<file path="config.mk">
export PLATFORM = sky130hd
export DESIGN_NAME = mc_sequencer
export DESIGN_NICKNAME = d
export VERILOG_FILES = /design/src/rtl/mc_sequencer.sv
export SDC_FILE = /design/constraint.sdc
export NUM_CORES = 1
export LEC_CHECK = 0
export CAP_MARGIN = 20
export CORE_MARGIN = 2
export CORE_UTILIZATION = 39
export CTS_CLUSTER_DIAMETER = 150
export DETAILED_ROUTE_END_ITERATION = 7
export GPL_TIMING_DRIVEN = 0
export PLACE_DENSITY = 0.78
export SYNTH_ARGS = -nofsm -noshare
export SYNTH_HDL_FRONTEND = slang
export SYNTH_SLANG_ARGS = --single-unit
export TNS_END_PERCENT = 30
</file>
<file path="constraint.sdc">
create_clock -name clk -period 1.45 [get_ports clk]
set_input_delay 0.29 -clock clk [delete_from_list [all_inputs] [get_ports clk]]
set_output_delay 0.29 -clock clk [all_outputs]
set_load 0.02 [all_outputs]
</file>
<file path="src/rtl/mc_sequencer.sv">
// Multicycle main-control sequencer: one state per datapath step, with a
// mem_req/mem_ready handshake so memory accesses can take any number of cycles.
module mc_sequencer #(
   parameter int OP_W = 6,
   parameter int ST_W = 4
) (
   input  logic            clk,
   input  logic            reset_n,
   input  logic [OP_W-1:0] op,
   input  logic            zero,
   input  logic            mem_ready,
   output logic            mem_req,
   output logic            iord,
   output logic            mem_write,
   output logic            ir_write,
   output logic            reg_dst,
   output logic            mem_to_reg,
   output logic            reg_write,
   output logic            alu_src_a,
   output logic [1:0]      alu_src_b,
   output logic [1:0]      alu_op,
   output logic [1:0]      pc_src,
   output logic            pc_en,
   output logic            illegal_op,
   output logic [ST_W-1:0] state_dbg
);

   typedef enum logic [ST_W-1:0] {
      S_FETCH  = ST_W'(0),
      S_DECODE = ST_W'(1),
      S_MEMADR = ST_W'(2),
      S_MEMRD  = ST_W'(3),
      S_MEMWB  = ST_W'(4),
      S_MEMWR  = ST_W'(5),
      S_EXEC   = ST_W'(6),
      S_ALUWB  = ST_W'(7),
      S_BRANCH = ST_W'(8),
      S_ADDIEX = ST_W'(9),
      S_ADDIWB = ST_W'(10),
      S_JUMP   = ST_W'(11)
   } state_t;

   localparam logic [OP_W-1:0] OP_LW   = OP_W'(6'b100011);
   localparam logic [OP_W-1:0] OP_SW   = OP_W'(6'b101011);
   localparam logic [OP_W-1:0] OP_R    = OP_W'(6'b000000);
   localparam logic [OP_W-1:0] OP_BEQ  = OP_W'(6'b000100);
   localparam logic [OP_W-1:0] OP_ADDI = OP_W'(6'b001000);
   localparam logic [OP_W-1:0] OP_J    = OP_W'(6'b000010);

   state_t r_state;

   always_ff @(posedge clk) begin
      if (!reset_n) begin
         r_state <= S_FETCH;
      end else begin
         case (r_state)
            S_FETCH:  if (mem_ready) r_state <= S_DECODE;
            S_DECODE: begin
               case (op)
                  OP_LW, OP_SW: r_state <= S_MEMADR;
                  OP_R:         r_state <= S_EXEC;
                  OP_BEQ:       r_state <= S_BRANCH;
                  OP_ADDI:      r_state <= S_ADDIEX;
                  OP_J:         r_state <= S_JUMP;
                  default:      r_state <= S_FETCH;
               endcase
            end
            S_MEMADR: begin
               if (op == OP_LW)      r_state <= S_MEMRD;
               else if (op == OP_SW) r_state <= S_MEMWR;
               else                  r_state <= S_FETCH;
            end
            S_MEMRD:  if (mem_ready) r_state <= S_MEMWB;
            S_MEMWR:  if (mem_ready) r_state <= S_FETCH;
            S_EXEC:   r_state <= S_ALUWB;
            S_ADDIEX: r_state <= S_ADDIWB;
            // Unused encodings fall through here and recover to FETCH.
            default:  r_state <= S_FETCH;
         endcase
      end
   end

   logic w_op_known;
   logic w_mem_req, w_mem_write, w_ir_write, w_reg_write, w_pc_en, w_illegal;

   assign w_op_known = (op == OP_LW) || (op == OP_SW) || (op == OP_R) ||
                       (op == OP_BEQ) || (op == OP_ADDI) || (op == OP_J);

   always_comb begin
      w_mem_req   = 1'b0;
      w_mem_write = 1'b0;
      w_ir_write  = 1'b0;
      w_reg_write = 1'b0;
      w_pc_en     = 1'b0;
      w_illegal   = 1'b0;
      iord        = 1'b0;
      reg_dst     = 1'b0;
      mem_to_reg  = 1'b0;
      alu_src_a   = 1'b0;
      alu_src_b   = 2'b00;
      alu_op      = 2'b00;
      pc_src      = 2'b00;
      case (r_state)
         S_FETCH: begin
            w_mem_req  = 1'b1;
            alu_src_b  = 2'b01;
            w_ir_write = mem_ready;
            w_pc_en    = mem_ready;
         end
         S_DECODE: begin
            alu_src_b = 2'b11;
            w_illegal = !w_op_known;
         end
         S_MEMADR, S_ADDIEX: begin
            alu_src_a = 1'b1;
            alu_src_b = 2'b10;
         end
         S_MEMRD: begin
            w_mem_req = 1'b1;
            iord      = 1'b1;
         end
         S_MEMWB: begin
            mem_to_reg  = 1'b1;
            w_reg_write = 1'b1;
         end
         S_MEMWR: begin
            w_mem_req   = 1'b1;
            w_mem_write = 1'b1;
            iord        = 1'b1;
         end
         S_EXEC: begin
            alu_src_a = 1'b1;
            alu_op    = 2'b10;
         end
         S_ALUWB: begin
            reg_dst     = 1'b1;
            w_reg_write = 1'b1;
         end
         S_BRANCH: begin
            alu_src_a = 1'b1;
            alu_op    = 2'b01;
            pc_src    = 2'b01;
            w_pc_en   = zero;
         end
         S_ADDIWB: w_reg_write = 1'b1;
         S_JUMP: begin
            pc_src  = 2'b10;
            w_pc_en = 1'b1;
         end
         default: ;
      endcase
   end

   // Side-effecting strobes are held off while reset is asserted so an
   // abandoned instruction can never complete a write.
   assign mem_req    = w_mem_req   & reset_n;
   assign mem_write  = w_mem_write & reset_n;
   assign ir_write   = w_ir_write  & reset_n;
   assign reg_write  = w_reg_write & reset_n;
   assign pc_en      = w_pc_en     & reset_n;
   assign illegal_op = w_illegal   & reset_n;
   assign state_dbg  = r_state;

endmodule

</file>
# == After elaboration in Yosys (flattened, before gate mapping) ==
# Index checks and enable logic that the tools add are counted.
# W data, S select, Z words.
# word_totals
register_bits,4
inputBits,10
out_inout_bits,20
word_cells,61
# op_classes
n_eq_ne,19
mux,20
bitwise_logic,6
n_reduce_logical,15
# op_table
operator,count
$pmux W4 S7,1
$pmux W4 S5,1
$eq A4 B3 Y1 const B,4
$eq A4 B4 Y1 const B,4
$eq A6 B6 Y1 const B,2
$mux W4,3
$mux W1,9
$eq A4 B2 Y1 const B,2
$pmux W2 S2,2
$and A1 B1 Y1,6
$eq A6 B2 Y1 const B,1
$eq A6 B3 Y1 const B,1
$eq A6 B4 Y1 const B,1
$logic_not A6 Y1,1
$mux W3,2
$ne A2 B2 Y1 const B,3
$pmux W2 S3,1
$reduce_or A2 Y1,3
$reduce_or A3 Y1,2
$logic_or A1 B1 Y1,5
$eq A4 B1 Y1 const B,1
$logic_not A4 Y1,1
$reduce_or A4 Y1,1
$pmux W1 S3,1
2 further kinds,2

# == Logic depth before layout (Yosys ltp) ==
# depth
word_depth,9
depth_mapped,6
ltp_nobuf,4

# == Worst setup path before layout ==
# Ideal clock, no wire load.
# synth_path
path_kind,register -> output
from,register r_state[0] (netlist: state_dbg[0])
to,output port illegal_op
t_arrival_ns,1.990
required_time_ns,1.160
setup_slack_ns,-0.830
path_stages_with_launch,5
n_path_buf,1
cell_sequence,dfxtp_1 -> buf_2 -> and2b_2 -> nand3_1 -> a2111oi_0
# synth_between
elab_chain_cells,3
# synth_rtl
element,line,source
start: declaration,50,state_t r_state;
start signal: assignment,54,r_state <= S_FETCH;
start signal: assignment,57,S_FETCH: if (mem_ready) r_state <= S_DECODE;
start signal: assignment,60,"OP_LW, OP_SW: r_state <= S_MEMADR;"
$eq A4 B1 Y1,103,case (r_state)
$mux W1,103,
$and A1 B1 Y1,161,assign illegal_op = w_illegal & reset_n;
end: declaration,24,"output logic illegal_op,"
# No other way between the ends.

# == Worst setup path in the final report ==
# layout_path
from,register r_state[2] (netlist: state_dbg[2])
to,output port pc_en
# layout_between
elab_chain_cells,3
word_cells_on_any_way,5
classes_between,eq/ne (2); mux (1); bitwise (1); reduce/logical (1)
# layout_rtl
element,line,source
$eq A4 B4 Y1 or $logic_not A4 Y1 (tied branches),103,
$pmux W1 S3 *,103,
$and A1 B1 Y1 *,160,assign pc_en = w_pc_en & reset_n;
end: declaration,23,"output logic pc_en,"
# Mark *: on every way between the ends. The rest lies on a longest branch, timed or not.

==> impl_metrics.toml <==
[clock_tree]
clk_pin_slew_ns = 0.06
cts_inserted_buffers = 3
cts_root_buf = "clkbuf_4"
postCtsHoldBufs = 0
cts_tree = "done"
clockBufferDepth = 2
cts.sinks = 4
clkLatencyLatePin_ns = 0.27
h-tree-depth = 1

[run_status]
outcome = "finished with violations"
violations = "negative setup slack"

[timing]
finalSetupViolations = 18
tightestPinTransition_ns = 0.4978
fmax_ghz = 0.5420
finalCriticalPeriod_ns = 1.845
maxSlewHeadroom_pct = 66.38
timing.final.crit_share_pct = 127.3
skew_ns = 0.01914
setup_ws_ns = -0.3951
hold_violations = 0
drv_slew = 0
grt_setup_unrepaired = "true"
setup_tns_ns = -3.769

[synth]
synth_edf_count = 0
yosysSeqAreaShare_pct = 13.45
synthesis.instances = 86
synthDistinctLibCells = 44
synth_area_per_cell_um2 = 6.925
ys.flop_type = "dfxtp_1"
synth-warning-count = 0
synth_nets = 96
netlist_area_um2 = 595.6
async_flop_share_pct = 0
yosys_register_bits = 4

[placement]
gp_congestion = 0.8639
port-buffer-count = 28
dpl.hpwl_um = 1592
dpl.cell_count = 130

[floorplan]
dieArea_mm2 = 0.001856
core_mm2 = 0.001471
die_w_um = 43.08
die_h_um = 43.08
num_rows = 14
start_util_pct = 40.48
io_pins = 30

[critical_path]
end_kind = "primary output"
reg2reg_to = "state_dbg[2]"
worstSetupPathType = "flip-flop to primary output"
critPathLaunchType = "flip-flop"
critPathMaxFanout = 10
cp_top_family = "simple AND/OR/NAND/NOR gates"
path_buf_inv = 2
critPathArrivalTime_ns = 1.56
r2r-start = "state_dbg[2]"
slowest_delay_ns = 0.38
required_ns = 1.16
worstRegToRegCells = 5
cp_num_cells = 5
ff2ff_setup_slack_ns = -0.18
cp_slowest_cell = "nor4b_4"
crit_path_cell_trace = "buf_12, nor4b_4, a21oi_4, o21bai_4, buf_6"

[detailed_routing]
detail_route.wl_per_cell_um = 24.24
wl_um = 3660
viasPerCell = 6.781
route.detailed.drc = 0
num_vias = 1024
firstDrtPassIters = 4
drt_iter0_markers = 78
antenna_left = 0

[global_routing]
grt_pass1_vias = 896
grt_pass1_wl_um = 3995
grt_max_degree = 11
antenna_found_initial = 0
grt_overflow = 0
track_usage_pct = 28.35

[power]
ir_drop_uv = 353.2
power.leakage_nw = 0.5710
p_per_area_mw_per_mm2 = 409.3

[layout]
final_util_pct = 92.77
final_layout_size_suffix_gt1_share_pct = 65.93
antenna_cells = 0
fillers = 50
largest_register_ffs = 4
final_net_count = 147
area_growth_pct = 129.2
finalNonFillerCells = 151

[worst_hold_path]
hold_start = "reset_n"
hold_class = "primary input to flip-flop"
hold-path-endpoint = "state_dbg[3]"
whs_path_depth = 2

[flow_run]
maxCapViolCount = 0
## synth_stat cells (3+ instances only)
cell type | count | area share [%]
nor3_1 | 3 | 2.5
buf_2 | 4 | 3.4
a21oi_1 | 4 | 3.4
nand2b_1 | 4 | 4.2
nor4_1 | 3 | 3.2
dfxtp_1 | 4 | 13
nand2_1 | 4 | 2.5
inv_1 | 3 | 1.9
nor2_1 | 15 | 9.5
## power by group
group	internal (W)	leakage (nW)	switching [W]
clock	0.0000949	0.0138	0.0000792
sequential	0.000111	0.0352	0.0000113
combinational	0.000122	0.522	0.000141
## worst reg2reg max path: cells and delay by family, from the launching register on
kind,cells,cell delay [ns]
AND/OR/NAND/NOR,2,0.65
flip-flops,1,0.37
AO/OA/AOI/OAI,2,0.38
buffers and inverters,1,0.15
## cell type report
class                      count  area [um^2]  share of cell area, %
buffer                         7        107.6                  7.883
inverter                       3        11.26                 0.8249
tap                           16        20.02                  1.467
sequential                     4        92.59                  6.783
timing repair buffer          47        405.4                  29.70
clock buffer                   3        22.52                  1.650
multi-input combinational     71        705.7                  51.70
## worst max-delay path by stage
| stage | start | to | slack (ns) |
|---|---|---|---|
| final | state_dbg[2] | pc_en | -0.40 |
| after global routing | state_dbg[1] | pc_en | -0.42 |
| after CTS | state_dbg[1] | pc_en | -0.28 |
| after detailed placement | op[2] | illegal_op | -1.06 |
| after global placement | op[0] | illegal_op | -1.05 |
| after floorplan | state_dbg[1] | pc_en | -0.15 |
## kinds of logic (layout without fill, tap and decap cells)
group                     after synthesis  in the layout  share of synthesized area (%)
AOI/OAI and AO/OA                      22             22                          29.42
xor gates and xnor gates                3              3                          4.413
buffers and inverters                  11             60                          9.033
DFF                                     4              4                          13.45
and+or+nand+nor                        46             46                          43.70
## cells in the final DEF (no fill, tap or decap), types with 2 or more instances in the layout
master	count
buf_4	24
buf_6	10
nor2_1	8
nor2_4	6
buf_2	6
dlygate4sd2_1	6
clkbuf_4	4
nand2b_4	3
nand2_2	3
inv_1	3
dfxtp_4	3
buf_12	2
buf_8	2
nor3_4	2
clkbuf_16	2
and2b_2	2
xor2_1	2
o21ai_0	2
nor4_4	2
a2111oi_4	2
nor2_2	2
a21oi_1	2
## metal layers
metal  track usage (%)  part of all wire, %  vias to the layer above
li1                  -                    -                      421
met1             32.14                   35                      473
met2             50.15                   50                      102
met3             2.128                  8.9                       28
met4             17.58                  6.4                        0
met5                 0                    0                        -
## per-stage QoR
stage | hold slack [ns] | power [W] | instance area [um^2] | setup slack (ns)
2_1_floorplan | 0.4215 | 0.0002449 | 738.2 | -0.1549
3_3_place_gp | 0.6807 | 0.0003242 | 1039 | -1.053
3_5_place_dp | 0.6741 | 0.0003291 | 1039 | -1.059
4_1_cts | 0.4433 | 0.0004962 | 1210 | -0.2780
5_1_grt | 0.5450 | 0.0005724 | 1365 | -0.4183
6_report | 0.5528 | 0.0005587 | 1365 | -0.3951
## repair_timing
action | CTS | global route
gates cloned | 0 | 1
resized for setup | 133 | 26
pin swaps | 9 | 8
buffers inserted | 10 | 8
setup endpoints to repair | 24 | 17
Note: power is estimated with default switching activity, not from simulation.
